### src/rtl/icu_program_sequencer.sv
// Program counter and return-address stack feeding an MC14500B-style ICU from a registered ROM.
// JMP, call (NOPF) and RTN resolve in the execute phase, so the ROM is never idle.
module icu_program_sequencer #(
    parameter int unsigned ADDR_WIDTH  = 8,
    parameter int unsigned STACK_DEPTH = 4
) (
    input  logic                           clk_in,
    input  logic                           rst,
    output logic [ADDR_WIDTH-1:0]          prog_addr,
    input  logic [ADDR_WIDTH+3:0]          prog_data,
    output logic [3:0]                     icu_inst,
    input  logic                           icu_state,
    input  logic                           icu_skp,
    output logic [ADDR_WIDTH-1:0]          io_addr,
    output logic [ADDR_WIDTH-1:0]          pc,
    output logic [$clog2(STACK_DEPTH):0]   sp,
    output logic                           stack_err
);

    localparam int unsigned PtrW = $clog2(STACK_DEPTH);
    localparam int unsigned SpW  = PtrW + 1;

    localparam logic [3:0]            OpJmp   = 4'b1100;
    localparam logic [3:0]            OpCall  = 4'b1111;
    localparam logic [3:0]            OpRtn   = 4'b1101;
    localparam logic [SpW-1:0]        SpFull  = SpW'(STACK_DEPTH);
    localparam logic [SpW-1:0]        SpOne   = SpW'(1);
    localparam logic [ADDR_WIDTH-1:0] AddrOne = ADDR_WIDTH'(1);

    logic [ADDR_WIDTH-1:0] pc_q;
    logic [ADDR_WIDTH-1:0] io_addr_q;
    logic [3:0]            op_q;
    logic [SpW-1:0]        sp_q;
    logic                  err_q;
    logic [ADDR_WIDTH-1:0] stack_q [STACK_DEPTH];

    logic [ADDR_WIDTH-1:0] pc_inc;
    logic [ADDR_WIDTH-1:0] next_pc;
    logic [SpW-1:0]        sp_dec;
    logic                  push_req;
    logic                  pop_req;
    logic                  err_req;

    assign pc_inc = pc_q + AddrOne;
    assign sp_dec = sp_q - SpOne;

    always_comb begin
        next_pc  = pc_inc;
        push_req = 1'b0;
        pop_req  = 1'b0;
        err_req  = 1'b0;
        // A skipped instruction never branches or touches the stack.
        if (!icu_skp) begin
            case (op_q)
                OpJmp: begin
                    next_pc = io_addr_q;
                end
                OpCall: begin
                    next_pc = io_addr_q;
                    if (sp_q == SpFull) begin
                        err_req = 1'b1;
                    end else begin
                        push_req = 1'b1;
                    end
                end
                OpRtn: begin
                    if (sp_q == '0) begin
                        err_req = 1'b1;
                    end else begin
                        pop_req = 1'b1;
                        next_pc = stack_q[sp_dec[PtrW-1:0]];
                    end
                end
                default: begin
                    next_pc = pc_inc;
                end
            endcase
        end
    end

    // Execute presents next_pc early so the ROM word is ready for the following fetch.
    always_comb begin
        if (rst) begin
            prog_addr = '0;
        end else if (icu_state) begin
            prog_addr = next_pc;
        end else begin
            prog_addr = pc_q;
        end
    end

    always_ff @(posedge clk_in) begin
        if (rst) begin
            pc_q      <= '0;
            io_addr_q <= '0;
            op_q      <= '0;
            sp_q      <= '0;
            err_q     <= 1'b0;
            for (int i = 0; i < STACK_DEPTH; i++) begin
                stack_q[i] <= '0;
            end
        end else if (!icu_state) begin
            op_q      <= prog_data[ADDR_WIDTH+3:ADDR_WIDTH];
            io_addr_q <= prog_data[ADDR_WIDTH-1:0];
        end else begin
            pc_q <= next_pc;
            if (push_req) begin
                stack_q[sp_q[PtrW-1:0]] <= pc_q;
                sp_q                    <= sp_q + SpOne;
            end else if (pop_req) begin
                sp_q <= sp_dec;
            end
            if (err_req) begin
                err_q <= 1'b1;
            end
        end
    end

    assign icu_inst  = prog_data[ADDR_WIDTH+3:ADDR_WIDTH];
    assign io_addr   = io_addr_q;
    assign pc        = pc_q;
    assign sp        = sp_q;
    assign stack_err = err_q;

endmodule

### config.mk
export PLATFORM = sky130hd
export DESIGN_NAME = icu_program_sequencer
export DESIGN_NICKNAME = d
export VERILOG_FILES = /design/src/rtl/icu_program_sequencer.sv
export SDC_FILE = /design/constraint.sdc
export NUM_CORES = 1
export LEC_CHECK = 0
export ABC_CLOCK_PERIOD_IN_PS = 8010
export CAP_MARGIN = 20
export CORE_ASPECT_RATIO = 1.75
export CORE_UTILIZATION = 25
export DETAILED_ROUTE_END_ITERATION = 7
export HOLD_SLACK_MARGIN = 0.02
export PLACE_DENSITY = 0.51
export SLEW_MARGIN = 20
export SYNTH_ARGS = -nofsm -noshare
export SYNTH_HDL_FRONTEND = slang
export SYNTH_SLANG_ARGS = --single-unit
### constraint.sdc
create_clock -name clk_in -period 8.01 [get_ports clk_in]
set_clock_uncertainty 0.15 [all_clocks]
set_input_delay 2.0025 -clock clk_in [delete_from_list [all_inputs] [get_ports clk_in]]
set_output_delay 2.0025 -clock clk_in [all_outputs]
set_load 0.05 [all_outputs]
## Yosys cells after proc, flatten, opt, wreduce, memory -nomap -nowiden

Memories as Yosys holds them, arrays and structs flattened.
Cells that the tools add are included.

- Bits in registers: 24
- Bits in writable memories: 32
- Input bits: 16
- Output and inout bits: 32
- Word-level logic and storage cells: 45
- Memories kept: 1

Memory list:

| memory | depth | bits a word | read ports | clocked after memory_dff | wr ports | RTL line | source |
|---|---|---|---|---|---|---|---|
| stack_q | 4 | 8 | 1 | 0 | 4 | 35 | `logic [ADDR_WIDTH-1:0] stack_q [STACK_DEPTH];` |

- $add $sub $neg: 3
- Equal/unequal tests: 4
- Mux-type cells: 26
- Reductions and logical operators: 6

Operators with widths:

| kind | number |
|---|---|
| $mux 8 | 5 |
| $mux 1 | 16 |
| $pmux 8 s2 | 1 |
| $eq 4x4->1 const B | 3 |
| $add 8x1->8 const B | 1 |
| $reduce_or 8->1 | 1 |
| $mux 3 | 2 |
| $reduce_and 2->1 | 2 |
| $add 3x1->3 const B | 1 |
| $eq 3x3->1 const B | 1 |
| $logic_not 3->1 | 1 |
| $sub 3x1->3 const B | 1 |
| $mux 2 | 1 |
| $pmux 1 s2 | 1 |
| $reduce_bool 2->1 | 1 |
| $reduce_or 2->1 | 1 |

## Depth between registers and ports, before layout

- Depth after elaboration: 10
- Depth in mapped cells: 9

## Least setup slack after synthesis

No wires, ideal clock.

- Path type: input -> output
- From: input icu_state
- To: output prog_addr[5]
- Arrival: 4.341 ns
- Data required time: 5.858 ns
- Slack: 1.517 ns
- Cell stages on the path: 3
- Cell sequence: clkbuf_1 clkbuf_1 o311ai_0

- Word-level cells in the longest chain between the ends: 2

RTL lines:

| element | RTL line | source |
|---|---|---|
| from (decl) | 12 | `input logic icu_state,` |
| $mux 8 | 85 | `end else if (icu_state) begin` |
| $mux 8 | 83 | `if (rst) begin` |
| to (decl) | 9 | `output logic [ADDR_WIDTH-1:0] prog_addr,` |

Every way passes these cells.

## Worst setup path after layout

- From: input icu_state
- To: output prog_addr[7]

Same word-level chain as after synthesis.

==> impl_metrics.tcl <==
set metrics [dict create \
    hold_end "stack_err$_SDFFE_PP0P_" \
    rows 51 \
    routed_wl_um 7220 \
    min_from "stack_err$_SDFFE_PP0P_" \
    synth_top_area_share_pct 34.0 \
    die_w_um 82.4 \
    drt_iter0_drc 135 \
    area_growth_pct 25.1 \
    worstSkewPairLatency_ps 300 \
    dr.pass1.iters 4 \
    ys_warn_count 0 \
    synth-seq-cells 56 \
    ioPinCount 48 \
    yosys-top-cells-area "edfxtp_1 34%, dfxtp_1 17%, and2_1 5.5%" \
    antenna_found_initial 0 \
    slew_viol_final 0 \
    port-buffer-count 47 \
    r2r_setup_slack_ps 4300 \
    wl_per_cell_um 17.1 \
    min_period_ps 6870 \
    cts_setup_buffers 0 \
    required_ps 5860 \
    power_leakage_nw 1.24 \
    fin_crit_sh_pct 85.7 \
    dp.cells 413 \
    synth_area_um2 2830 \
    cp.arrival_ps 4720 \
    grt_pass1_wl_um 11000 \
    clock_sinks 56 \
    fin_cells 421 \
    grt_overflow 0 \
    synthFlopType "edfxtp_1" \
    layout-drive-gt1-share_pct 5.88 \
    max-vdd-ir-drop_v 0.0000759 \
    maxSlewHeadroom_pct 42.6 \
    synthTopCellsByCount "32 x edfxtp_1, 25 x and2_1, 24 x dfxtp_1" \
    routed_via_density 5.03 \
    die_height_um 143 \
    syn_avg_cell_area_um2 11.3 \
    end_kind "output port" \
    cts_resized 0 \
    dp_hpwl_um 5380 \
    yosysSeqAreaShare_pct 50.9 \
    grt_start_max_net_pins 38 \
    netlist-cell-type-count 45 \
    syn_nets 270 \
    cts_hold_buf 0 \
    yosysMostFrequentCell "edfxtp_1" \
    rsz0062_at_grt "no" \
    power.density_nw_per_um2 173 \
    cts_buffers 5 \
    reg2reg_to "stack_q[2][7]$_SDFFCE_PN0P_" \
    grt_usage_pct 13.1 \
    place_congestion 0.807 \
    clockRootBuffer "clkbuf_16" \
    dieArea_um2 11800 \
    fillCellCount 1169 \
    async_flop_share_pct 0 \
    drcViolationCount 0 \
    finalHoldViolCount 0 \
    cts_tree "done" \
    cts.htree.levels 2 \
    nets 308 \
    ant_nets 0 \
    coreArea_um2 11100 \
    initial_core_util_pct 25.5 \
    setup_viol 0 \
    cts_max_path_buffers 2 \
    multi_input_area_um2 1270 \
    status "complete, no violations" \
    syn-instance-count 250 \
    n_antenna_cell 0 \
    first_global_vias 2028 \
    cap_violations 0 \
    critPathKind "in -> out" \
    cts.clk_slew.worst_paths_ps 70 \
    seqCellArea_um2 1440 \
    rr_worst_depth 6 \
    final.setup.tns_ps 0 \
    tightest_slew_ps 859 \
    crit_fanout 25 \
    reg2reg_from "sp[0]$_SDFFE_PP0P_" \
    synth_top_area_cell "edfxtp_1" \
    max_freq_mhz 146 \
    synth_edf_count 32 \
    min_path_type "reg -> reg" \
    route.vias.total 2119 \
    critPathLaunchType "input pin" \
    whs_path_depth 2 \
]
metal layers:
layer	GRT usage (%)	wire length, µm	vias up
li1	-	-	1019
met1	14.1	2710	1025
met2	24.2	4110	68
met3	2.43	275	7
met4	5.36	127	0
met5	0	0	-
worst max-delay path, stage by stage:
cell and delay (ps):
clkdlybuf4s50_1 860, nand4b_1 420, nor3_1 80, or4_1 600, clkdlybuf4s50_1 740
area by class of cell:
| type | instances | area share [%] |
|---|---|---|
| Inverter | 6 | 0.636 |
| Sequential cell | 56 | 40.7 |
| Multi-Input combinational cell | 169 | 35.8 |
| Clock buffer | 5 | 3.53 |
| Tap cell | 132 | 4.66 |
| Timing Repair Buffer | 50 | 13.9 |
| Clock inverter | 3 | 0.707 |
metrics by stage:
step | setup slack [ps] | hold WS, ps | util [%] | total power [mW] | cell area [µm²]
3_5_place_dp | 1140 | 326 | 30.5 | 0.398 | 3390
2_1_floorplan | 1520 | 382 | - | 0.370 | 2830
3_3_place_gp | 1120 | 329 | 30.5 | 0.398 | 3390
6_report | 1140 | 330 | 31.9 | 0.614 | 3540
5_1_grt | 987 | 366 | 31.9 | 0.640 | 3540
4_1_cts | 1120 | 339 | 31.9 | 0.622 | 3540
placed cells by master (no fill, tap or decap), types with 6 or more instances in the layout:
cell	synthesis	final
nand3_1	6	6
nand2_1	8	8
o21ai_0	10	10
nor2_1	18	18
edfxtp_1	32	32
and3_1	6	6
inv_1	6	6
mux2i_1	12	12
dfxtp_1	24	24
clkdlybuf4s50_1	0	47
nand2b_1	8	8
nor4_1	8	8
and2_1	25	25
state kept, by name, indices dropped and copies added, names as in the netlist:
name       cells
io_addr        8
stack_q       32
pc             8
op_q           4
sp             3
stack_err      1
worst max path at each step:
stage	from	endpoint	slack, ps
CTS	icu_state	prog_addr[7]	1120
floorplan	icu_state	prog_addr[5]	1520
global route	icu_state	prog_addr[7]	990
detailed placement	icu_skp	prog_addr[7]	1140
finish	icu_state	prog_addr[7]	1140
global placement	icu_skp	prog_addr[7]	1120
logic make-up after synthesis:
group                      Yosys count  share of synthesized area, %
DFF                                 56                          50.9
muxes                               20                          11.3
adders and majority gates            4                          1.77
AOI/OAI and AO/OA                   38                          9.51
buffers and inverters               25                          4.24
and+or+nand+nor                    104                          21.4
xor gates and xnor gates             3                         0.929
power breakdown:
group	internal [mW]	switching (mW)
combinational	0.0270	0.0424
sequential	0.313	0.00851
clock	0.118	0.105
total	0.458	0.156
No activity file was read; power rests on OpenSTA's default activity.
